## src/rtl/uart_mem_cmd_pkg.sv

```systemverilog
// -----------------------------------------------------------------------------
// uart_mem_cmd_pkg
// Shared constants and types for the UART memory command decoder.
//   OP_WRITE / OP_READ : frame opcode bytes ('W' / 'R')
//   RSP_ACK / RSP_NAK  : response bytes for a completed write / unknown opcode
//   state_t            : decoder FSM states
// -----------------------------------------------------------------------------
package uart_mem_cmd_pkg;

  localparam logic [7:0] OP_WRITE = 8'h57;
  localparam logic [7:0] OP_READ  = 8'h52;

  localparam logic [7:0] RSP_ACK  = 8'h2B;
  localparam logic [7:0] RSP_NAK  = 8'h3F;

  typedef enum logic [2:0] {
    IDLE,
    GET_ADDR,
    GET_DATA,
    WRITE,
    READ_WAIT,
    TX_WAIT
  } state_t;

endpackage

```

## src/rtl/uart_cmd_timeout.sv

```systemverilog
// -----------------------------------------------------------------------------
// uart_cmd_timeout
// Inter-byte timeout counter. Counts idle cycles while enabled; the count is
// cleared whenever the block is disabled or restarted, so entering a waiting
// state always starts from zero.
// Ports:
//   clk, rst : clock, synchronous active-high reset
//   enable   : high while a frame is waiting for its next byte
//   restart  : high on a received-byte strobe (clears the count)
//   expired  : one-cycle pulse on the TIMEOUT_CYCLES-th idle cycle
// -----------------------------------------------------------------------------
module uart_cmd_timeout #(
  parameter int TIMEOUT_CYCLES = 65535
) (
  input  logic clk,
  input  logic rst,
  input  logic enable,
  input  logic restart,
  output logic expired
);

  localparam int CNT_W = $clog2(TIMEOUT_CYCLES + 1);
  localparam logic [CNT_W-1:0] LAST = CNT_W'(TIMEOUT_CYCLES - 1);

  logic [CNT_W-1:0] cnt;

  // cnt holds the number of idle cycles already spent, so the idle cycle that
  // finds cnt == LAST is the TIMEOUT_CYCLES-th one. A strobe in that same
  // cycle wins over the timeout.
  assign expired = enable && !restart && (cnt == LAST);

  always_ff @(posedge clk) begin
    if (rst || !enable || restart) begin
      cnt <= '0;
    end else if (cnt != LAST) begin
      cnt <= cnt + CNT_W'(1);
    end
  end

endmodule

```

## src/rtl/uart_mem_cmd_decoder.sv

```systemverilog
// -----------------------------------------------------------------------------
// uart_mem_cmd_decoder
// Host-side command responder: decodes 'W' addr data and 'R' addr frames
// arriving from a UART receiver, drives the memory write/read ports and
// returns one response byte per frame through the transmit handshake.
// Ports:
//   clk, rst           : clock, synchronous active-high reset
//   rx_data/_ready     : received byte and its one-cycle strobe
//   tx_data/_ready     : response byte, held valid until tx_data_accepted
//   tx_data_accepted   : transmitter consumed tx_data
//   mem_write_*        : write port (address, data, one-cycle enable)
//   mem_read_address   : read port address, held until the next read frame
//   mem_read_data      : read data, valid READ_LATENCY cycles after address
//   busy               : state is not IDLE
//   error_count        : saturating count of rejected/aborted/dropped events
// -----------------------------------------------------------------------------
module uart_mem_cmd_decoder
  import uart_mem_cmd_pkg::*;
#(
  parameter int ADDR_WIDTH     = 5,
  parameter int DATA_WIDTH     = 6,
  parameter int READ_LATENCY   = 2,
  parameter int TIMEOUT_CYCLES = 65535
) (
  input  logic                  clk,
  input  logic                  rst,
  input  logic [7:0]            rx_data,
  input  logic                  rx_data_ready,
  output logic [7:0]            tx_data,
  output logic                  tx_data_ready,
  input  logic                  tx_data_accepted,
  output logic [ADDR_WIDTH-1:0] mem_write_address,
  output logic [DATA_WIDTH-1:0] mem_write_data,
  output logic                  mem_write_enable,
  output logic [ADDR_WIDTH-1:0] mem_read_address,
  input  logic [DATA_WIDTH-1:0] mem_read_data,
  output logic                  busy,
  output logic [7:0]            error_count
);

  state_t                state, state_nx;
  logic                  is_write, is_write_nx;
  logic [ADDR_WIDTH-1:0] addr_q, addr_nx;
  logic [2:0]            lat_cnt, lat_nx;
  logic [7:0]            tx_data_nx;
  logic                  tx_ready_nx;
  logic                  we_nx;
  logic [ADDR_WIDTH-1:0] waddr_nx, raddr_nx;
  logic [DATA_WIDTH-1:0] wdata_nx;
  logic                  err_inc;
  logic                  timeout_en, timeout_expired;

  assign busy       = (state != IDLE);
  assign timeout_en = (state == GET_ADDR) || (state == GET_DATA);

  uart_cmd_timeout #(
    .TIMEOUT_CYCLES(TIMEOUT_CYCLES)
  ) u_timeout (
    .clk     (clk),
    .rst     (rst),
    .enable  (timeout_en),
    .restart (rx_data_ready),
    .expired (timeout_expired)
  );

  always_comb begin
    // NOTE: every variable gets a default before the case so that no path
    // leaves one unassigned; that is what keeps this block free of latches.
    state_nx    = state;
    is_write_nx = is_write;
    addr_nx     = addr_q;
    lat_nx      = lat_cnt;
    tx_data_nx  = tx_data;
    tx_ready_nx = tx_data_ready;
    we_nx       = 1'b0;
    waddr_nx    = mem_write_address;
    wdata_nx    = mem_write_data;
    raddr_nx    = mem_read_address;
    err_inc     = 1'b0;

    case (state)
      IDLE: begin
        if (rx_data_ready) begin
          if (rx_data == OP_WRITE || rx_data == OP_READ) begin
            is_write_nx = (rx_data == OP_WRITE);
            state_nx    = GET_ADDR;
          end else begin
            tx_data_nx  = RSP_NAK;
            tx_ready_nx = 1'b1;
            err_inc     = 1'b1;
            state_nx    = TX_WAIT;
          end
        end
      end

      GET_ADDR: begin
        if (rx_data_ready) begin
          addr_nx = rx_data[ADDR_WIDTH-1:0];
          if (is_write) begin
            state_nx = GET_DATA;
          end else begin
            // Address becomes valid next cycle; the counter runs down from
            // READ_LATENCY-1 so capture happens on the READ_LATENCY-th cycle.
            raddr_nx = rx_data[ADDR_WIDTH-1:0];
            lat_nx   = 3'(READ_LATENCY - 1);
            state_nx = READ_WAIT;
          end
        end else if (timeout_expired) begin
          err_inc  = 1'b1;
          state_nx = IDLE;
        end
      end

      GET_DATA: begin
        if (rx_data_ready) begin
          we_nx    = 1'b1;
          waddr_nx = addr_q;
          wdata_nx = rx_data[DATA_WIDTH-1:0];
          state_nx = WRITE;
        end else if (timeout_expired) begin
          err_inc  = 1'b1;
          state_nx = IDLE;
        end
      end

      WRITE: begin
        err_inc     = rx_data_ready;
        tx_data_nx  = RSP_ACK;
        tx_ready_nx = 1'b1;
        state_nx    = TX_WAIT;
      end

      READ_WAIT: begin
        err_inc = rx_data_ready;
        if (lat_cnt == 3'd0) begin
          tx_data_nx  = 8'(mem_read_data);
          tx_ready_nx = 1'b1;
          state_nx    = TX_WAIT;
        end else begin
          lat_nx = lat_cnt - 3'd1;
        end
      end

      TX_WAIT: begin
        err_inc = rx_data_ready;
        if (tx_data_accepted) begin
          tx_ready_nx = 1'b0;
          state_nx    = IDLE;
        end
      end

      default: state_nx = IDLE;
    endcase
  end

  always_ff @(posedge clk) begin
    // NOTE: state is updated with non-blocking assignments so every register
    // samples pre-edge values, independent of statement order.
    if (rst) begin
      state             <= IDLE;
      is_write          <= 1'b0;
      addr_q            <= '0;
      lat_cnt           <= '0;
      tx_data           <= 8'h00;
      tx_data_ready     <= 1'b0;
      mem_write_enable  <= 1'b0;
      mem_write_address <= '0;
      mem_write_data    <= '0;
      mem_read_address  <= '0;
      error_count       <= 8'h00;
    end else begin
      state             <= state_nx;
      is_write          <= is_write_nx;
      addr_q            <= addr_nx;
      lat_cnt           <= lat_nx;
      tx_data           <= tx_data_nx;
      tx_data_ready     <= tx_ready_nx;
      mem_write_enable  <= we_nx;
      mem_write_address <= waddr_nx;
      mem_write_data    <= wdata_nx;
      mem_read_address  <= raddr_nx;
      if (err_inc && error_count != 8'hFF) begin
        error_count <= error_count + 8'd1;
      end
    end
  end

endmodule

```

## config.mk

```make
export PLATFORM = sky130hd
export DESIGN_NAME = uart_mem_cmd_decoder
export DESIGN_NICKNAME = d
export VERILOG_FILES = /design/src/rtl/uart_mem_cmd_pkg.sv /design/src/rtl/uart_cmd_timeout.sv /design/src/rtl/uart_mem_cmd_decoder.sv
export SDC_FILE = /design/constraint.sdc
export NUM_CORES = 1
export LEC_CHECK = 0
export ABC_CLOCK_PERIOD_IN_PS = 2040
export BUFFER_PORTS_ARGS = -buffer_cell sky130_fd_sc_hd__buf_2
export CORE_MARGIN = 10
export CORE_UTILIZATION = 49
export DETAILED_ROUTE_END_ITERATION = 8
export GPL_ROUTABILITY_DRIVEN = 0
export PLACE_DENSITY = 0.86
export SETUP_SLACK_MARGIN = 0.1
export SYNTH_ARGS = -nofsm -noshare
export SYNTH_HDL_FRONTEND = slang
export SYNTH_SLANG_ARGS = --single-unit
```

## constraint.sdc

```tcl
create_clock -name clk -period 2.04 [get_ports clk]
set_input_delay 0.408 -clock clk [delete_from_list [all_inputs] [get_ports clk]]
set_output_delay 0.408 -clock clk [all_outputs]
set_load 0.02 [all_outputs]
```

==> summary.md, run 1 <==
| Metric | Value |
|---|---|
| Ports | `53` |
| Area of the multi-input gates | `1550 sq um` |
| Worst clock skew | `0.00915 ns` |
| GRT Total Usage | `16.0%` |
| CTS H-tree lvls | `3` |
| Mapped Area | `2800 sq um` |
| DR pass1 iterations | `4` |
| Dpl cells | `459` |
| GR Overflow Total | `0` |
| Initial antenna violation count | `0` |
| Required @ worst endpoint | `2.28 ns` |
| CP Cell Sequence | `inv_2 > ha_4 > nand3_2 > or4b_4 > nand3b_4 > a21boi_4 > mux2_4` |
| Routed len/inst | `14.8 um` |
| # nets final | `426` |
| Ant diodes | `0` |
| Setup TNS | `0 ns` |
| CP Class | `flop to flop` |
| PortBufs | `50` |
| CTS sink cnt | `60` |
| Core box area | `5540 sq um` |
| Vias in the first global route | `2532` |
| Slew @ Worst Pin | `0.585 ns` |
| Drt total wl | `7090 um` |
| Peak supply drop | `0.748 mV` |
| Share of cells above drive strength 1 | `31.4%` |
| Flops & latches, synth | `60` |
| Max-cap viol count | `0` |
| Number of synthesized flops with an enable pin | `0` |
| First-pass GRT wire length | `11700 um` |
| Clock transition at the registers of the reported paths | `0.08 ns` |
| Fraction of registers with async set/reset | `0%` |
| Setup-failing EPs final | `0` |
| Vias after detailed routing | `2545` |
| RSZ-0062 raised after global routing | `yes` |
| Fillcell total | `449` |
| Synth warn | `0` |
| Mapped Cells | `331` |
| Cts bufs inserted | `9` |
| Seq/Total Area, Yosys | `42.9%` |
| Top delay family on crit path | `simple AND/OR/NAND/NOR gates` |
| Hpwl dp | `4950 um` |
| Clock tree from TritonCTS | `built` |
| Final period utilization | `96.0%` |
| Die Y | `95.6 um` |
| Worst Path Arrival | `2.20 ns` |
| Largest net degree at the start of global routing | `52` |
| Antenna Violating Nets Remaining | `0` |
| Crit-path max FO | `8` |
| Worst slew margin | `61.0%` |
| Static Leakage | `1.47 nW` |
| Clk buf depth | `2` |
| Power Density | `883 nW/um^2` |
| Crit path capture type | `flop` |
| DIE WIDTH | `95.6 um` |
| Initial drt markers | `238` |
| Critical path's slowest cell | `or4b_4` |
| Final std cells w/o fill | `480` |
| Vias per Instance | `5.30` |
| Area grow syn2layout | `27.4%` |
| Slowest stage delay, CP | `0.49 ns` |
| CTS Root Cell | `clkbuf_8` |
| Final Slew Violations | `0` |
| Minimum clock period after layout | `1.96 ns` |
| Avg Cell Area, Syn | `8.46 sq um` |
| Nature of the critical path startpoint | `flop` |
| Initial Utilization | `50.5%` |
| Outcome | `completed` |
| Max Fclk | `510 MHz` |
| Die area | `9140 sq um` |
| Fin. Hold Viols | `0` |
| Clock Latency Late Sink | `0.35 ns` |
| Hold crit path type | `primary input to flop` |
| Unique masters post-synth | `49` |
| FF/Latch Area | `1210 sq um` |
| Top_reg_cell synth | `dfxtp_1` |
| Num rows | `27` |
| WP buf/inv | `1` |
| DRC Markers | `0` |
## Yosys cell counts (4+ instances only)
| master | number | area [sq um] |
|---|---|---|
| inv_1 | 8 | 30.0 |
| mux2_1 | 7 | 78.8 |
| nor2_1 | 39 | 146 |
| dfxtp_1 | 60 | 1200 |
| clkbuf_1 | 11 | 41.3 |
| nand2_1 | 39 | 146 |
| buf_2 | 4 | 20.0 |
| xnor2_1 | 12 | 105 |
| nor2b_1 | 13 | 81.3 |
| o21ai_0 | 4 | 20.0 |
| nor3_1 | 17 | 85.1 |
| and3_1 | 7 | 43.8 |
| nand2b_1 | 6 | 37.5 |
| a21oi_1 | 32 | 160 |
| ha_1 | 5 | 62.6 |
| mux2i_1 | 12 | 120 |
| nand3_1 | 8 | 40.0 |
| nand4_1 | 6 | 37.5 |
## report_power, final
part | switching (mW) | total (mW) | internal [mW]
Combinational | 0.414 | 0.707 | 0.293
Sequential | 0.0649 | 1.32 | 1.26
Clock | 0.535 | 1.12 | 0.582
Total | 1.01 | 3.15 | 2.14
## what timing repair did
item / 4_1_cts / 5_1_grt
hold buffers: 0 / 0
resized for setup: 16 / 7
endpoints found under the setup margin: 6 / 8
hold endpoints to repair: 0 / 0
buffers inserted: 4 / 1
pin swaps: 5 / 5
## worst reg2reg max path: cells and delay by family (launching register included)
kind / cells / cell delay [ns]
AOI/OAI and AO/OA: 1 / 0.20
and+or+nand+nor: 3 / 0.81
muxes: 1 / 0.31
adders and majority gates: 1 / 0.13
buffers and inverters: 1 / 0.06
DFF: 1 / 0.33
## state kept, by name, summed over array words and instances, names as in the netlist
| signal | cells |
|---|---|
| lat_cnt | 3 |
| tx_data | 6 |
| error_count | 8 |
| mem_write_enable | 1 |
| addr_q | 5 |
| state | 3 |
| mem_write_data | 6 |
| is_write | 1 |
| mem_write_address | 5 |
| u_timeout.cnt | 16 |
| tx_data_ready | 1 |
| mem_read_address | 5 |
## layer usage
metal / GRT usage [%] / part of all wire, % / vias to the layer above
met5: 0 / 0 / -
met4: 7.13 / 1.5 / 0
met3: 5.11 / 4.6 / 8
met2: 26.6 / 51 / 54
met1: 18.4 / 43 / 1198
li1: - / - / 1285
## cell type report
class | count | area share [%]
Clock buffer | 9 | 3.47
Clock inverter | 7 | 2.31
Inverter | 8 | 0.842
Multi-Input combinational cell | 244 | 43.5
Sequential cell | 60 | 34.0
Tap cell | 72 | 2.53
Timing Repair Buffer | 80 | 13.3
## metrics by stage
stage,hold slack [ns],setup WS [ns],instance area [sq um],total power [mW],util [%]
5_1_grt,0.309,0.0131,3570,3.30,64.4
3_5_place_dp,0.443,-0.241,3250,2.04,58.6
2_1_floorplan,0.431,0.0338,2820,1.82,-
6_report,0.310,0.0806,3570,3.15,64.4
3_3_place_gp,0.437,-0.212,3250,2.02,58.6
4_1_cts,0.304,0.0781,3540,3.16,63.9
## logic make-up after synthesis
kind of cell	Yosys count	share of synthesized area [%]
simple gates	151	27.4
flops	60	42.9
compound gates	54	12.0
buf+inv	28	4.20
mux	19	7.11
xor+xnor	13	4.07
fa+ha+maj	5	2.24
other cells	1	0.134
## path summary, 6_finish.rpt
check	start	end	slack [ns]	cells past startpoint
worst max-delay path	u_timeout.cnt[0]$_SDFFE_PP0N_	error_count[0]$_SDFFE_PP0P_	0.08	7
worst min-delay path	rx_data[5]	mem_write_data[5]$_SDFFE_PP0P_	0.31	3
worst max register to register	u_timeout.cnt[0]$_SDFFE_PP0N_	error_count[0]$_SDFFE_PP0P_	0.08	7
worst min register to register	mem_write_data[5]$_SDFFE_PP0P_	mem_write_data[5]$_SDFFE_PP0P_	0.46	2
## cells in the final DEF, fill, tap and decap left out, types with 6 or more instances in the layout
master	synthesis	routed
a21oi_1	32	26
nand3_1	8	7
inv_1	8	7
nor2_1	39	39
buf_4	2	30
nor2b_1	13	13
xnor2_1	12	12
mux2i_1	12	12
nand2_1	39	39
clkbuf_8	0	9
dfxtp_2	0	9
nand2b_1	6	6
nor3_1	17	17
a21oi_2	1	7
buf_2	4	50
dfxtp_1	60	51
and3_1	7	7
nand4_1	6	6
No activity file was read; power rests on OpenSTA's default activity.
==> run 2: changes to the inputs <==
--- a/config.mk
+++ b/config.mk
@@ -11,7 +11,7 @@
 export CORE_UTILIZATION = 49
 export DETAILED_ROUTE_END_ITERATION = 8
 export GPL_ROUTABILITY_DRIVEN = 0
-export PLACE_DENSITY = 0.86
+export PLACE_DENSITY = 0.75
 export SETUP_SLACK_MARGIN = 0.1
 export SYNTH_ARGS = -nofsm -noshare
 export SYNTH_HDL_FRONTEND = slang
==> run 2 against run 1 <==
  * Global-route usage shrank 0.67 points
  * Clock-buffer cell count is the same
  * Final cell count increased by 0.63%
  * Clock power fell by 16%
  * Power shrank 5.3%
  * Worst setup slack got worse by 0.029 ns
  * Via count down 0.63%
  * Critical path type unchanged
==> summary.md, run 2 (synthesized netlist as in run 1, its figures left out) <==
| Metric | Value |
|---|---|
| Setup-failing EPs final | `0 (unchanged)` |
| Clock transition at the registers of the reported paths | `0.07 ns (about the same)` |
| DRC Markers | `0 (unchanged)` |
| Static Leakage | `1.46 nW (-0.82%)` |
| DR pass1 iterations | `5 (+1)` |
| Vias per Instance | `5.24 (-1.2%)` |
| Fin. Hold Viols | `0 (unchanged)` |
| Most common cell after layout, fill and taps aside | `dfxtp_1` |
| Ports | `53 (unchanged)` |
| Top Metal Used | `met4` |
| Biggest regs | `u_timeout.cnt (16), error_count (8)` |
| Dpl cells | `466 (+1.5%)` |
| Initial drt markers | `98 (-59%)` |
| Commonest non-fill, non-tap cells in the layout | `dfxtp_1 (58), buf_2 (50), nor2_1 (39), nand2_1 (39), buf_4 (32)` |
| Met1 wire length | `2910 um (-4.2%)` |
| Hpwl dp | `4870 um (-1.6%)` |
| Nature of the critical path startpoint | `flop` |
| RSZ-0062 raised after global routing | `yes` |
| First-pass GRT wire length | `11300 um (-3.4%)` |
| Die Y | `95.6 um (unchanged)` |
| Post-CTS Hold Buffers | `0 (unchanged)` |
| Met3 routed WL | `365 um (+13%)` |
| Outcome | `completed` |
| Hold crit path type | `primary input to flop` |
| Drt total wl | `6670 um (-6.0%)` |
| GR Overflow Total | `0 (unchanged)` |
| Worst Hold Depth | `3 (unchanged)` |
| Clk buf depth | `2 (unchanged)` |
| Vias after detailed routing | `2529 (-0.63%)` |
| Worst slew margin | `63.1% (+2.0 points)` |
| Num rows | `27 (unchanged)` |
| Largest net degree at the start of global routing | `52 (unchanged)` |
| Share of cells above drive strength 1 | `31.1% (-0.23 points)` |
| Cts bufs inserted | `9 (unchanged)` |
| Vias in the first global route | `2532 (unchanged)` |
| GRT Total Usage | `15.3% (-0.67 points)` |
| Ant diodes | `0 (unchanged)` |
| Slew @ Worst Pin | `0.554 ns (-0.0307 ns)` |
| Clock tree from TritonCTS | `built` |
| CP Class | `flop to flop` |
| Clock Latency Late Sink | `0.33 ns (-0.02 ns)` |
| Die area | `9140 sq um (unchanged)` |
| Initial Utilization | `50.5% (unchanged)` |
| Required @ worst endpoint | `2.26 ns (-0.02 ns)` |
| Power Density | `836 nW/um^2 (-5.4%)` |
| Overall power | `2.98 mW (-5.3%)` |
| CTS Root Cell | `clkbuf_8` |
| Reg2Reg Depth | `5 (-2)` |
| Max Fclk | `503 MHz (-1.5%)` |
| Final std cells w/o fill | `483 (+0.63%)` |
| Minimum clock period after layout | `1.99 ns (+0.0291 ns)` |
| PortBufs | `50 (unchanged)` |
| DIE WIDTH | `95.6 um (unchanged)` |
| Largest register FFs | `16 (unchanged)` |
| Initial antenna violation count | `0 (unchanged)` |
| Crit-path max FO | `8 (unchanged)` |
| CTS H-tree lvls | `3 (unchanged)` |
| Final Slew Violations | `0 (unchanged)` |
| Fillcell total | `498 (+11%)` |
| Final Util | `64.4% (about the same)` |
| Biggest register | `u_timeout.cnt` |
| Max-cap viol count | `0 (unchanged)` |
| Routed len/inst | `13.8 um (-6.6%)` |
| Worst Path Arrival | `2.21 ns (about the same)` |
| Worst clock skew | `0.00899 ns (-0.000163 ns)` |
| Final period utilization | `97.5% (+1.4 points)` |
| Antenna Violating Nets Remaining | `0 (unchanged)` |
| # nets final | `429 (+0.70%)` |
| Core box area | `5540 sq um (unchanged)` |
| Crit path capture type | `flop` |
| Met2 wire length | `3270 um (-9.9%)` |
| CTS sink cnt | `60 (unchanged)` |
| Area grow syn2layout | `27.5% (about the same)` |
| Peak supply drop | `0.632 mV (-15%)` |
## run 2: power by group
part / internal [mW] / switching, mW / total (mW)
Clock: 0.443 / 0.493 / 0.936
Sequential: 1.26 / 0.0717 / 1.33
Combinational: 0.302 / 0.413 / 0.715
## run 2: critical path: stages (launching register included)
cell and delay [ns]:
dfxtp_1 0.38, and4_4 0.23, or4b_4 0.47, nand3b_4 0.26
a21oi_2 0.21, mux2_4 0.31
## run 2: worst paths after layout
| check | from | to | slack (ns) |
|---|---|---|---|
| setup / recovery | u_timeout.cnt[3]$_SDFFE_PP0N_ | error_count[2]$_SDFFE_PP0P_ | 0.05 |
| hold / removal | rx_data[5] | mem_write_data[5]$_SDFFE_PP0P_ | 0.33 |
| setup reg to reg | u_timeout.cnt[3]$_SDFFE_PP0N_ | error_count[2]$_SDFFE_PP0P_ | 0.05 |
| hold reg to reg | mem_write_address[1]$_SDFFE_PP0P_ | mem_write_address[1]$_SDFFE_PP0P_ | 0.45 |
## run 2: stage by stage
| step | hold slack, ns | setup TNS (ns) | instance area [sq um] | setup WS [ns] |
|---|---|---|---|---|
| 2_1_floorplan | 0.431 | 0 | 2820 | 0.0338 |
| 3_3_place_gp | 0.436 | -1.39 | 3300 | -0.216 |
| 3_5_place_dp | 0.445 | -1.42 | 3300 | -0.226 |
| 4_1_cts | 0.321 | 0 | 3530 | 0.0576 |
| 5_1_grt | 0.318 | -0.0497 | 3570 | -0.0224 |
| 6_report | 0.331 | 0 | 3570 | 0.0515 |
## run 2: area by class of cell
type                            count  area, sq um  share of cell area, %
Timing Repair Buffer               83          502                   14.1
Multi-Input combinational cell    244         1570                   43.9
Inverter                            8         30.0                  0.841
Tap cell                           72         90.1                   2.52
Clock buffer                        9          124                   3.47
Clock inverter                      7         52.6                   1.47
Sequential cell                    60         1200                   33.7
## run 2: what timing repair did
| item | CTS | global route |
|---|---|---|
| setup buffers | 1 | 0 |
| hold endpoints to repair | 0 | 0 |
| pin swaps | 1 | 5 |
| endpoints found under the setup margin | 7 | 10 |
| cloned | 0 | 0 |
| gates resized for setup | 10 | 11 |
## run 2: routing by layer
metal  track usage (%)  vias up
li1                  -     1287
met1              17.4     1177
met2              25.5       56
met3              5.18        9
met4              6.88        0
met5                 0        -
==> run 3: changes to the inputs <==
--- a/config.mk
+++ b/config.mk
@@ -8,11 +8,12 @@
 export ABC_CLOCK_PERIOD_IN_PS = 2040
 export BUFFER_PORTS_ARGS = -buffer_cell sky130_fd_sc_hd__buf_2
 export CORE_MARGIN = 10
-export CORE_UTILIZATION = 49
+export CORE_UTILIZATION = 50
 export DETAILED_ROUTE_END_ITERATION = 8
 export GPL_ROUTABILITY_DRIVEN = 0
-export PLACE_DENSITY = 0.75
+export PLACE_DENSITY = 0.76
 export SETUP_SLACK_MARGIN = 0.1
 export SYNTH_ARGS = -nofsm -noshare
 export SYNTH_HDL_FRONTEND = slang
+export SYNTH_HIERARCHICAL = 1
 export SYNTH_SLANG_ARGS = --single-unit
==> run 3 against run 2 <==
  * The flow now finishes with violations (setup timing)
  * Synthesized area up 4.2%
  * Flip-flop and latch count unchanged
  * Synthesized cell count rose by 3.3%
  * Sequential power shrank 5%
  * Final area increased by 6.6%
  * Combinational power down 39%
  * Global-route usage up 0.50 points
  * Fmax decreased by 11%
  * Hold slack worse by 0.0035 ns
  * Clock-buffer cell count stayed put
  * Worst setup slack worse by 0.25 ns
  * Critical path type unchanged
  * Critical endpoint is now error_count[6]$_SDFFE_PP0P_
==> summary.md, run 3 <==
| Metric | Value |
|---|---|
| Vias per Instance | `5.48 (+4.7%)` |
| First-pass GRT wire length | `11800 um (+4.1%)` |
| Synth area leader | `dfxtp_1` |
| Yosys top cell area share | `41.2% (-1.7 points)` |
| Max-cap viol count | `0 (unchanged)` |
| Hold crit path type | `primary input to flop` |
| CTS Root Cell | `clkbuf_8` |
| Slowest stage delay, CP | `0.35 ns (-0.12 ns)` |
| Fraction of registers with async set/reset | `0% (unchanged)` |
| Clk buf depth | `2 (unchanged)` |
| Final Slew Violations | `0 (unchanged)` |
| Mapped Cells | `342 (+3.3%)` |
| Avg Cell Area, Syn | `8.53 sq um (+0.85%)` |
| Ant diodes | `0 (unchanged)` |
| GRT Total Usage | `15.8% (+0.50 points)` |
| Die area | `9290 sq um (+1.7%)` |
| Clock tree from TritonCTS | `built` |
| Reg2Reg Depth | `12 (+7)` |
| Area contributors post-synth | `dfxtp_1 (41%), nand2_1 (5.0%), nor2_1 (5.0%)` |
| Ports | `53 (unchanged)` |
| PortBufs | `50 (unchanged)` |
| Drt total wl | `7290 um (+9.4%)` |
| Area grow syn2layout | `30.5%` |
| CTS sink cnt | `60 (unchanged)` |
| Unique masters post-synth | `55 (+12%)` |
| Fillcell total | `474 (-4.8%)` |
| Max Fclk | `447 MHz (-11%)` |
| Power Density | `765 nW/um^2 (-8.4%)` |
| Biggest regs | `u_timeout/cnt (16), error_count (8)` |
| Peak supply drop | `0.462 mV (-27%)` |
| Vias after detailed routing | `2751 (+8.8%)` |
| Minimum clock period after layout | `2.24 ns (+0.248 ns)` |
| Hpwl dp | `5090 um (+4.5%)` |
| DIE WIDTH | `96.4 um (+0.83%)` |
| Antenna Violating Nets Remaining | `0 (unchanged)` |
| Most numerous cell in the Yosys netlist | `dfxtp_1` |
| Post-CTS Hold Buffers | `0 (unchanged)` |
| R2r setup slk | `-0.20 ns (-0.25 ns)` |
| Most common cell after layout, fill and taps aside | `dfxtp_1` |
| Hold path startpoint | `mem_read_data[3]` |
| Outcome | `complete, but fails checks` |
| Worst setup margin | `-0.197 ns (-0.248 ns)` |
| Final Util | `68.3% (+3.9 points)` |
| Reg-to-reg startpoint | `u_timeout/cnt[0]$_SDFFE_PP0P_` |
| # nets final | `448 (+4.4%)` |
| Core box area | `5570 sq um (+0.61%)` |
| Critical path's slowest cell | `dfxtp_4` |
| Commonest non-fill, non-tap cells in the layout | `dfxtp_1 (58), buf_2 (50), buf_4 (40), nand2_1 (39), nor2_1 (38)` |
| Worst slew margin | `60.7% (-2.4 points)` |
| DR pass1 iterations | `4 (-1)` |
| Die Y | `96.4 um (+0.83%)` |
| CP Cell Sequence | `inv_2 > ha_4 > nand3_4 > nor3_4 > nand3_2 > nor2_2 > nand2b_1 > o32ai_2 > a21oi_4 > buf_4 > nor3_2 > mux2_4` |
| Top_reg_cell synth | `dfxtp_1` |
| Area of the multi-input gates | `1680 sq um (+7.0%)` |
| CTS H-tree lvls | `3 (unchanged)` |
| Hold-critical path endpoint | `tx_data[3]$_SDFFE_PP0P_` |
| Clock Latency Late Sink | `0.34 ns (about the same)` |
| Nature of the critical path startpoint | `flop` |
| Worst Hold Depth | `2 (-1)` |
| Critical Path Stages | `12 (+7)` |
| Number of synthesized flops with an enable pin | `0 (unchanged)` |
| Synth warn | `6 (+6)` |
| Failing checks | `setup timing` |
| Num rows | `27 (unchanged)` |
| Final period utilization | `110% (+12 points)` |
| Slew @ Worst Pin | `0.575 ns (+0.0212 ns)` |
| Initial Utilization | `52.3% (+1.8 points)` |
| Fin. Hold Viols | `0 (unchanged)` |
| Worst Path Arrival | `2.47 ns (+0.26 ns)` |
| Share of cells above drive strength 1 | `32.8% (+1.6 points)` |
| DRC Markers | `0 (unchanged)` |
| Largest net degree at the start of global routing | `46 (-12%)` |
| CP Class | `flop to flop` |
| Static Leakage | `1.59 nW (+9.0%)` |
| Vias in the first global route | `2577 (+1.8%)` |
| Crit path capture type | `flop` |
| WP buf/inv | `2 (+2)` |
| Largest register FFs | `16 (unchanged)` |
| Most frequent cells after synthesis | `dfxtp_1 (60), nand2_1 (39), nor2_1 (39), a21oi_1 (24), nand3_1 (15)` |
| Biggest register | `u_timeout/cnt` |
| Worst slack at placement | `-0.189 ns (+0.0367 ns)` |
| GR Overflow Total | `0 (unchanged)` |
| Cts bufs inserted | `9 (unchanged)` |
| Required @ worst endpoint | `2.28 ns (+0.02 ns)` |
| Initial drt markers | `121 (+23%)` |
| RSZ-0062 raised after global routing | `yes` |
| R2R Path End | `error_count[6]$_SDFFE_PP0P_` |
| FF/Latch Area | `1210 sq um (+0.21%)` |
| Seq/Total Area, Yosys | `41.2% (-1.7 points)` |
| Worst clock skew | `0.00663 ns (-0.00236 ns)` |
| Finished Cell Area | `3810 sq um (+6.6%)` |
| Crit-path max FO | `7 (-1)` |
| Flops & latches, synth | `60 (unchanged)` |
| Dpl cell area | `3460 sq um (+4.7%)` |
| Initial antenna violation count | `0 (unchanged)` |
| Routed len/inst | `14.5 um (+5.3%)` |
| Mapped Area | `2920 sq um (+4.2%)` |
| Clock transition at the registers of the reported paths | `0.08 ns (about the same)` |
| Setup-failing EPs final | `8 (+8)` |
| Top delay family on crit path | `simple AND/OR/NAND/NOR gates` |
==> run 3: what timing repair did <==
item                       CTS  global route
setup endpoints to repair    8            10
pin swaps                    3             7
resized for setup            5            10
setup buffers                2             5
==> run 3: cell families (layout without fill, tap and decap cells) <==
family / after synthesis / after routing / synth area share [%]
compound gates: 60 / 60 / 14.1
xor+xnor: 10 / 10 / 3.00
fa+ha+maj: 5 / 5 / 2.15
buf+inv: 30 / 117 / 4.98
flops: 60 / 60 / 41.2
mux: 19 / 19 / 7.04
other cells: 1 / 2 / 0.129
simple gates: 157 / 157 / 27.5
==> run 3: worst register-to-register path, stage by stage (launching register included) <==
cell and delay [ns]:
dfxtp_4 0.35, inv_2 0.05, ha_4 0.13, nand3_4 0.07, nor3_4 0.15, nand3_2 0.11
nor2_2 0.10, nand2b_1 0.12, o32ai_2 0.29, a21oi_4 0.11, buf_4 0.16, nor3_2 0.19
mux2_4 0.32
==> run 3: metrics by stage <==
step,setup TNS [ns],power [mW],cells,hold WS (ns)
global placement,-0.433,1.69,479,0.437
detailed placement,-0.846,1.70,479,0.449
global route,-2.02,3.03,502,0.321
floorplan,-1.46,1.57,343,0.431
CTS,-0.911,2.91,497,0.320
finish,-1.18,2.91,502,0.328
==> run 3: layer usage <==
| metal | vias to the layer above | part of all wire [%] | global-route usage, % |
|---|---|---|---|
| met5 | - | 0 | 0 |
| met1 | 1293 | 45 | 18.7 |
| li1 | 1368 | - | - |
| met2 | 80 | 47 | 25.4 |
| met4 | 0 | 1.5 | 8.11 |
| met3 | 10 | 6.7 | 4.93 |
==> run 3: area by class of cell <==
type | count | area share [%]
clock buffer | 9 | 3.25
clock inverter | 7 | 2.66
multi-input combinational | 253 | 44.1
timing repair buffer | 92 | 15.1
inverter | 9 | 0.888
sequential | 60 | 31.7
tap | 72 | 2.37
==> run 3: worst max-delay path by stage <==
| stage | start | end | slack [ns] |
|---|---|---|---|
| global placement | u_timeout/cnt[0]$_SDFFE_PP0P_ | error_count[2]$_SDFFE_PP0P_ | -0.13 |
| detailed placement | u_timeout/cnt[0]$_SDFFE_PP0P_ | error_count[2]$_SDFFE_PP0P_ | -0.19 |
| global route | u_timeout/cnt[0]$_SDFFE_PP0P_ | error_count[6]$_SDFFE_PP0P_ | -0.31 |
| CTS | u_timeout/cnt[0]$_SDFFE_PP0P_ | error_count[2]$_SDFFE_PP0P_ | -0.16 |
| finish | u_timeout/cnt[0]$_SDFFE_PP0P_ | error_count[6]$_SDFFE_PP0P_ | -0.20 |
| floorplan | u_timeout/cnt[0]$_SDFFE_PP0P_ | error_count[2]$_SDFFE_PP0P_ | -0.30 |
==> run 3: power breakdown <==
part / switching [mW] / internal, mW / total, mW / leakage, nW
registers: 0.0341 / 1.22 / 1.26 / 0.488
clock network: 0.525 / 0.693 / 1.22 / 0.106
logic: 0.246 / 0.192 / 0.438 / 0.997
